[src/rtl/board_pkg.sv]
// Shared board geometry and controller state encoding for the game FSM, logic unit and RAM owner.
// Pure declarations: no latency, no flow control.
package board_pkg;
  localparam int COLS   = 7;
  localparam int ROWS   = 6;
  localparam int AW     = 3;
  localparam int SNAP_W = COLS * ROWS;

  typedef enum logic [1:0] {IDLE, CLEAR, SCAN, DRAIN} state_t;
endpackage

[src/rtl/board_mem_ctrl_col_sequencer.sv]
// Column counter stepping 0..COLS-1 for the clear and scan sequences.
// One column per advance; start reloads column 0 and takes precedence over advance.
module col_sequencer
  import board_pkg::*;
(
  input  logic          clk,
  input  logic          reset,
  input  logic          start,
  input  logic          advance,
  output logic [AW-1:0] col,
  output logic          last
);

  always_ff @(posedge clk) begin
    if (reset) begin
      col <= '0;
    end else if (start) begin
      col <= '0;
    end else if (advance) begin
      col <= col + 1'b1;
    end
  end

  assign last = (col == AW'(COLS - 1));

endmodule

[src/rtl/board_mem_ctrl.sv]
// Arbitrates the on/off and player board RAMs between the move port, board clear and board scan.
// Move access is granted combinationally in IDLE (read data next cycle); clear takes 8 cycles, scan 9.
module board_mem_ctrl
  import board_pkg::*;
(
  input  logic              clk,
  input  logic              reset,
  input  logic              clear_req,
  input  logic              scan_req,
  input  logic              mv_req,
  input  logic              mv_we,
  input  logic [AW-1:0]     mv_addr,
  input  logic [ROWS-1:0]   mv_wdata_onoff,
  input  logic [ROWS-1:0]   mv_wdata_player,
  output logic              mv_gnt,
  output logic              mv_rvalid,
  output logic [ROWS-1:0]   mv_rdata_onoff,
  output logic [ROWS-1:0]   mv_rdata_player,
  output logic [AW-1:0]     ram_addr,
  output logic              ram_we_onoff,
  output logic              ram_we_player,
  output logic [ROWS-1:0]   ram_wdata_onoff,
  output logic [ROWS-1:0]   ram_wdata_player,
  input  logic [ROWS-1:0]   ram_rdata_onoff,
  input  logic [ROWS-1:0]   ram_rdata_player,
  output logic [SNAP_W-1:0] scan_onoff,
  output logic [SNAP_W-1:0] scan_player,
  output logic              scan_done,
  output logic              clear_done,
  output logic              busy
);

  state_t        state, state_nxt;
  logic          clear_pend, scan_pend;
  logic          seq_start, seq_adv, seq_last, clear_fin;
  logic [AW-1:0] col;
  logic          mv_in_range, rd_oob, capture;

  col_sequencer u_seq (
    .clk     (clk),
    .reset   (reset),
    .start   (seq_start),
    .advance (seq_adv),
    .col     (col),
    .last    (seq_last)
  );

  assign mv_in_range = (mv_addr < AW'(COLS));
  assign mv_gnt      = mv_req && (state == IDLE) && !clear_pend;
  assign busy        = (state != IDLE) || clear_pend || scan_pend;
  // RAM data returned now belongs to the column addressed last cycle.
  assign capture     = ((state == SCAN) && (col != '0)) || (state == DRAIN);

  always_comb begin
    state_nxt        = state;
    seq_start        = 1'b0;
    seq_adv          = 1'b0;
    clear_fin        = 1'b0;
    ram_addr         = '0;
    ram_we_onoff     = 1'b0;
    ram_we_player    = 1'b0;
    ram_wdata_onoff  = '0;
    ram_wdata_player = '0;
    case (state)
      IDLE: begin
        if (clear_pend || clear_req) begin
          state_nxt = CLEAR;
          seq_start = 1'b1;
        end else if (mv_gnt) begin
          ram_addr         = mv_addr;
          ram_we_onoff     = mv_we && mv_in_range;
          ram_we_player    = mv_we && mv_in_range;
          ram_wdata_onoff  = mv_wdata_onoff;
          ram_wdata_player = mv_wdata_player;
        end else if (scan_pend || scan_req) begin
          state_nxt = SCAN;
          seq_start = 1'b1;
        end
      end
      CLEAR: begin
        ram_addr      = col;
        ram_we_onoff  = 1'b1;
        ram_we_player = 1'b1;
        seq_adv       = 1'b1;
        if (seq_last) begin
          state_nxt = IDLE;
          clear_fin = 1'b1;
        end
      end
      SCAN: begin
        ram_addr = col;
        seq_adv  = 1'b1;
        if (seq_last) state_nxt = DRAIN;
      end
      DRAIN: state_nxt = IDLE;
      default: state_nxt = IDLE;
    endcase
  end

  always_ff @(posedge clk) begin
    if (reset) begin
      state       <= IDLE;
      clear_pend  <= 1'b1;
      scan_pend   <= 1'b0;
      mv_rvalid   <= 1'b0;
      rd_oob      <= 1'b0;
      scan_done   <= 1'b0;
      clear_done  <= 1'b0;
      scan_onoff  <= '0;
      scan_player <= '0;
    end else begin
      state      <= state_nxt;
      clear_pend <= (state == IDLE && state_nxt == CLEAR) ? 1'b0 : (clear_pend || clear_req);
      scan_pend  <= (state == IDLE && state_nxt == SCAN)  ? 1'b0 : (scan_pend || scan_req);
      mv_rvalid  <= mv_gnt && !mv_we;
      rd_oob     <= !mv_in_range;
      scan_done  <= (state == DRAIN);
      clear_done <= clear_fin;
      if (clear_fin) begin
        scan_onoff  <= '0;
        scan_player <= '0;
      end else if (capture) begin
        scan_onoff  <= {ram_rdata_onoff,  scan_onoff[SNAP_W-1:ROWS]};
        scan_player <= {ram_rdata_player, scan_player[SNAP_W-1:ROWS]};
      end
    end
  end

  assign mv_rdata_onoff  = (mv_rvalid && !rd_oob) ? ram_rdata_onoff  : '0;
  assign mv_rdata_player = (mv_rvalid && !rd_oob) ? ram_rdata_player : '0;

endmodule

[config.mk]
export PLATFORM = sky130hd
export DESIGN_NAME = board_mem_ctrl
export DESIGN_NICKNAME = d
export VERILOG_FILES = /design/src/rtl/board_pkg.sv /design/src/rtl/board_mem_ctrl_col_sequencer.sv /design/src/rtl/board_mem_ctrl.sv
export SDC_FILE = /design/constraint.sdc
export NUM_CORES = 1
export LEC_CHECK = 0
export CAP_MARGIN = 20
export CORE_ASPECT_RATIO = 0.9
export CORE_MARGIN = 8
export CORE_UTILIZATION = 43
export CTS_CLUSTER_DIAMETER = 120
export CTS_CLUSTER_SIZE = 12
export DETAILED_ROUTE_END_ITERATION = 10
export PLACE_DENSITY = 0.85
export SETUP_SLACK_MARGIN = 0.02
export SKIP_LAST_GASP = 1
export SLEW_MARGIN = 10
export SYNTH_ARGS = -nofsm -noshare
export SYNTH_HDL_FRONTEND = slang
export SYNTH_SLANG_ARGS = --single-unit
[constraint.sdc]
create_clock -name clk -period 1.8 [get_ports clk]
set_clock_uncertainty 0.05 [all_clocks]
set_input_delay 0.18 -clock clk [delete_from_list [all_inputs] [get_ports clk]]
set_output_delay 0.18 -clock clk [all_outputs]
set_load 0.005 [all_outputs]
Yosys cells after proc, flatten, opt, wreduce, memory -nomap -nowiden
Index checks and enable logic that the tools add are counted.
- mux-type cells: 28
- eq/ne operators: 6
- reductions and logical operators: 24
- order comparisons: 1
- add/subtract/negate cells: 1
- operators by type and width (kind ; number):
    two-way mux 6 bit ; 8
    two-way mux 1 bit ; 10
    two-way mux 2 bit ; 5
    logical AND 1 bit ; 8
    case mux 2 bit (4 select lines) ; 1
    OR reduction 2 bit ; 4
    == test 2 bit (second input constant) ; 3
    two-way mux 3 bit ; 2
    case mux 3 bit (2 select lines) ; 1
    logical OR 1 bit ; 5
    == test 2 x 1 -> 1 bit (second input constant) ; 2
    logical NOT 1 bit ; 4
    adder 3 x 1 -> 3 bit (second input constant) ; 1
    == test 3 bit (second input constant) ; 1
    less-than comparator 3 bit (second input constant) ; 1
    nonzero test 3 bit ; 1
    logical NOT 2 bit ; 1
    case mux 1 bit (2 select lines) ; 1
    nonzero test 2 bit ; 1
- bits in registers: 95
- input bits: 33
- output and inout bits: 118

Logic depth before layout (Yosys ltp)
- depth in word-level cells: 9
- gate-level depth with buffers: 8

Cells and area by module
Synthesis repeated with hierarchy kept, for this count alone.
- cells, all modules: 462
- area total of the unflattened synthesis: 3677.3 sq um
- by module, submodules not included (module ; cells each ; instances ; area each (sq um)):
    board_mem_ctrl ; 447 ; 1 ; 3524.6
    col_sequencer ; 15 ; 1 ; 152.6

Least setup slack after synthesis
OpenSTA, ideal clock, no wires.
- kind: register to output
- start: register state[0]
- end: output port ram_wdata_onoff[0]
- arrival time: 1410 ps
- stages on the path, launching flop included: 7
- required time: 1570 ps
- slack: 160 ps
- buffers on the path: 1
- path through: dfxtp_1 inv_1 ha_1 nand3b_1 nor2_1 clkbuf_1 and2_1
- word-level cells in the longest chain between the ends: 6
- ends and longest elaborated chain (element ; RTL line ; text):
    start: declaration ; board_mem_ctrl.sv:33 ; state_t state, state_nxt;
    start signal: assignment ; board_mem_ctrl.sv:112 ; state <= state_nxt;
    logical NOT 2 bit * ; board_mem_ctrl.sv:49, board_mem_ctrl.sv:64 ;
    logical AND 1 bit (2 in series) ; board_mem_ctrl.sv:49 ; assign mv_gnt = mv_req && (state == IDLE) && !clear_pend;
    two-way mux 6 bit ; board_mem_ctrl.sv:69 ; end else if (mv_gnt) begin
    two-way mux 6 bit ; board_mem_ctrl.sv:66 ; if (clear_pend || clear_req) begin
    two-way mux 6 bit * ; board_mem_ctrl.sv:64 ; case (state)
    end: declaration ; board_mem_ctrl.sv:22 ; output logic [ROWS-1:0] ram_wdata_onoff,
Mark *: on every way between the ends. The rest lies on a longest branch, timed or not.

Worst setup path after layout
- start: register state[1]
- end: output port ram_wdata_player[4]
- word-level cells in the longest chain between the ends: 6
- ends and longest elaborated chain (element ; RTL line ; text):
    logical NOT 2 bit * ; board_mem_ctrl.sv:49, board_mem_ctrl.sv:64 ;
    logical AND 1 bit (2 in series) ; board_mem_ctrl.sv:49 ;
    two-way mux 6 bit ; board_mem_ctrl.sv:69 ;
    two-way mux 6 bit ; board_mem_ctrl.sv:66 ;
    two-way mux 6 bit * ; board_mem_ctrl.sv:64 ;
    end: declaration ; board_mem_ctrl.sv:23 ; output logic [ROWS-1:0] ram_wdata_player,
Marks and branches as above.

==> results.sh <==
export IMPL_outcome="complete, but fails checks"
export IMPL_violations="negative setup slack"
export IMPL_cts_sink_count=95
export IMPL_netlist_top_cells_area="sky130_fd_sc_hd__dfxtp_1 52%, sky130_fd_sc_hd__nand2_1 17%, sky130_fd_sc_hd__a21oi_1 11%"
export IMPL_period_share_pct=111
export IMPL_fin_worst_hold_slack_ns=0.322
export IMPL_most_used_flip_flop_cell_after_synthesis="sky130_fd_sc_hd__dfxtp_1"
export IMPL_report_power_total_mw=4.80
export IMPL_cts_tree="done"
export IMPL_clkTransAtPathRegs_ns=0.11
export IMPL_wl_mm=12.5
export IMPL_place_detailed_instances=714
export IMPL_detailroute_via_count=3784
export IMPL_share_of_cells_above_drive_strength_1_pct=17.8
export IMPL_start_util_pct=43.6
export IMPL_final_cells=753
export IMPL_die_h_microns=104
export IMPL_groute_usage_overall_pct=19.4
export IMPL_clk_insertion_delay_late_ns=0.37
export IMPL_detailed_place_area_sq_mm=0.00536
export IMPL_drv_cap=0
export IMPL_critical_path_slowest_cell="sky130_fd_sc_hd__dfxtp_2"
export IMPL_globalplace_congestion=0.809
export IMPL_timing_hold_violations_final=0
export IMPL_drtIter0Drc=168
export IMPL_worstSetupPathType="reg2out"
export IMPL_ir_drop_uv=690
export IMPL_fmax_ghz=0.500
export IMPL_synthesis_stage_register_bit_count=95
export IMPL_tightestPinTransition_ns=0.294
export IMPL_grt_pass1_wl_mm=18.6
export IMPL_io_pin_count=151
export IMPL_area_of_the_core_sq_mm=0.00845
export IMPL_grt_overflow_total=0
export IMPL_critical_path_startpoint_type="flop"
export IMPL_grt_setup_unrepaired="yes"
export IMPL_clock_path_buffers=2
export IMPL_maximum_number_of_pins_on_one_net_before_global_route_repair=51
export IMPL_clock_tree_htree_level_count=3
export IMPL_area_enclosed_by_the_die_boundary_sq_mm=0.0118
export IMPL_cts_root_buf="sky130_fd_sc_hd__clkbuf_8"
export IMPL_asyncSetResetFlopFracSynth_pct=0
export IMPL_timing_final_crit_period_ns=2.00
export IMPL_required_time_at_the_endpoint_of_the_critical_path_ns=1.57
export IMPL_antennaDiodeCount=0
export IMPL_syn_mean_instance_area_sq_um=7.97
export IMPL_synth_net_count=503
export IMPL_detail_route_antenna_nets=0
export IMPL_holdCritPathClass="in2reg"
export IMPL_ys_seq_area_share_pct=51.7
export IMPL_p_leak_nw=2.16
export IMPL_crit_path_max_incr_delay_ns=0.34
export IMPL_dp_hpwl_mm=8.20
export IMPL_layout_cells_most_common="sky130_fd_sc_hd__nand2_1"
export IMPL_drc=0
export IMPL_synth_cell_type_count=33
export IMPL_fill_cells=649
export IMPL_final_max_slew_violation_count=0
export IMPL_final_design_area_no_fill_sq_mm=0.00590
export IMPL_grt_antenna_before_repair=0
export IMPL_ctsHoldBuffers=0
export IMPL_critical_path_endpoint_type="output pin"
export IMPL_finalNetCount=670
export IMPL_number_of_buffers_inserted_by_port_buffering=150
export IMPL_syn_to_final_growth_pct=60.4
export IMPL_first_pass_iters=4
export IMPL_yosysWarningCount=0
export IMPL_die_x_microns=114
export IMPL_layout_common_cells="170 x sky130_fd_sc_hd__nand2_1, 119 x sky130_fd_sc_hd__clkdlybuf4s50_1, 92 x sky130_fd_sc_hd__dfxtp_1, 83 x sky130_fd_sc_hd__a21oi_1, 20 x sky130_fd_sc_hd__buf_6"
export IMPL_report_final_setup_viol=18
export IMPL_synth_top_area_cell="sky130_fd_sc_hd__dfxtp_1"
export IMPL_floorplan_rows=32
export IMPL_timing_setup_tns_ns=-2.44
export IMPL_synth_edf_count=0
export IMPL_yosysTopAreaCellShare_pct=51.7
export IMPL_synthCells=462
export IMPL_critical_path_most_common_cell="sky130_fd_sc_hd__buf_6"
export IMPL_post_synth_instance_area_sq_mm=0.00368
export IMPL_crit_arrival_ns=1.77
export IMPL_route_detailed_wl_per_inst_microns=16.6
export IMPL_cp_max_fo=4
export IMPL_tritoncts_num_buffers=9
export IMPL_relSlewSlack_pct=80.4
export IMPL_via_per_inst=5.03
export IMPL_grt_pass1_vias=3638
export IMPL_power_density_cell_area_mw_per_mm2=814
export IMPL_fin_worst_setup_slack_ns=-0.201
export IMPL_timing_critical_path_cells="inv_2 -> ha_4 -> nand3b_1 -> nor2_2 -> buf_6 -> buf_6 -> buf_6 -> and2_4 -> buf_6"
## synth_stat cells, drive strengths merged (2+ instances only)
| cell | n |
|---|---|
| nor2 | 12 |
| nand2 | 170 |
| nor2b | 3 |
| dfxtp | 95 |
| a211oi | 2 |
| a21oi | 85 |
| a22oi | 3 |
| nand3b | 2 |
| buf | 25 |
| inv | 5 |
| nand3 | 2 |
| o21ai | 3 |
| a21o | 2 |
| and2 | 25 |
| clkbuf | 7 |
| nand2b | 3 |
| ha | 8 |
## layout make-up
class                   instances  area (sq um)  area share (%)
clock buffers                   9           124            2.10
multi-input cells             330          1690            28.7
flip-flops and latches         95          1910            32.3
well taps                     119           149            2.52
inverters                       5          21.3           0.360
repair buffers                188          1900            32.2
clock inverters                 7           111            1.89
## power breakdown
| group | switching (mW) | internal, mW | total, mW |
|---|---|---|---|
| registers | 0.0371 | 2.14 | 2.18 |
| logic | 0.456 | 0.554 | 1.01 |
| clock network | 0.801 | 0.811 | 1.61 |
## per-stage QoR
| step | utilization, % | worst slack, ns |
|---|---|---|
| after floorplan | - | 0.160 |
| after global placement | 63.5 | -0.154 |
| after detailed placement | 63.5 | -0.171 |
| after CTS | 67.7 | -0.178 |
| after global routing | 69.9 | -0.314 |
| final | 69.9 | -0.201 |
## cell families after synthesis
family | Yosys count | synth area share (%)
and+or+nand+nor | 219 | 24.9
AOI/OAI and AO/OA | 100 | 14.9
DFF | 95 | 51.7
buffers and inverters | 37 | 5.06
adders and majority gates | 8 | 2.72
xor gates and xnor gates | 2 | 0.476
muxes | 1 | 0.272
## routing by layer
layer / part of all wire (%) / global-route usage, % / vias up
li1: - / - / 1822
met1: 40 / 22.3 / 1774
met2: 49 / 32.6 / 171
met3: 9.2 / 8.13 / 17
met4: 1.5 / 4.66 / 0
met5: 0 / 0 / -
## critical path: cells and delay by family, from the launching register on
family / cells / cell delay [ns]
DFF: 1 / 0.34
and+or+nand+nor: 3 / 0.45
adders and majority gates: 1 / 0.14
buffers and inverters: 5 / 0.48
## flip-flops by register name, indices dropped and copies added (netlist names)
name and count:
u_seq.col 3, mv_rvalid 1, scan_done 1, clear_pend 1, clear_done 1, rd_oob 1
scan_player 42, state 2, scan_pend 1, scan_onoff 42
## worst paths after layout
check / from / end / slack (ns) / cells after the start
setup reg to reg: state[0] / scan_onoff[15] / -0.02 / 9
setup / recovery: state[1] / ram_wdata_player[4] / -0.20 / 9
hold reg to reg: scan_player[5] / scan_player[5] / 0.41 / 2
hold / removal: ram_rdata_onoff[1] / scan_onoff[37] / 0.32 / 3
## what timing repair did
action,in CTS,in global routing
endpoints found under the hold margin,0,0
resized for setup,123,30
setup endpoints to repair,32,32
pin swaps,14,10
setup buffers,13,8
cloned,2,3
Note: power is estimated with default switching activity, not from simulation.
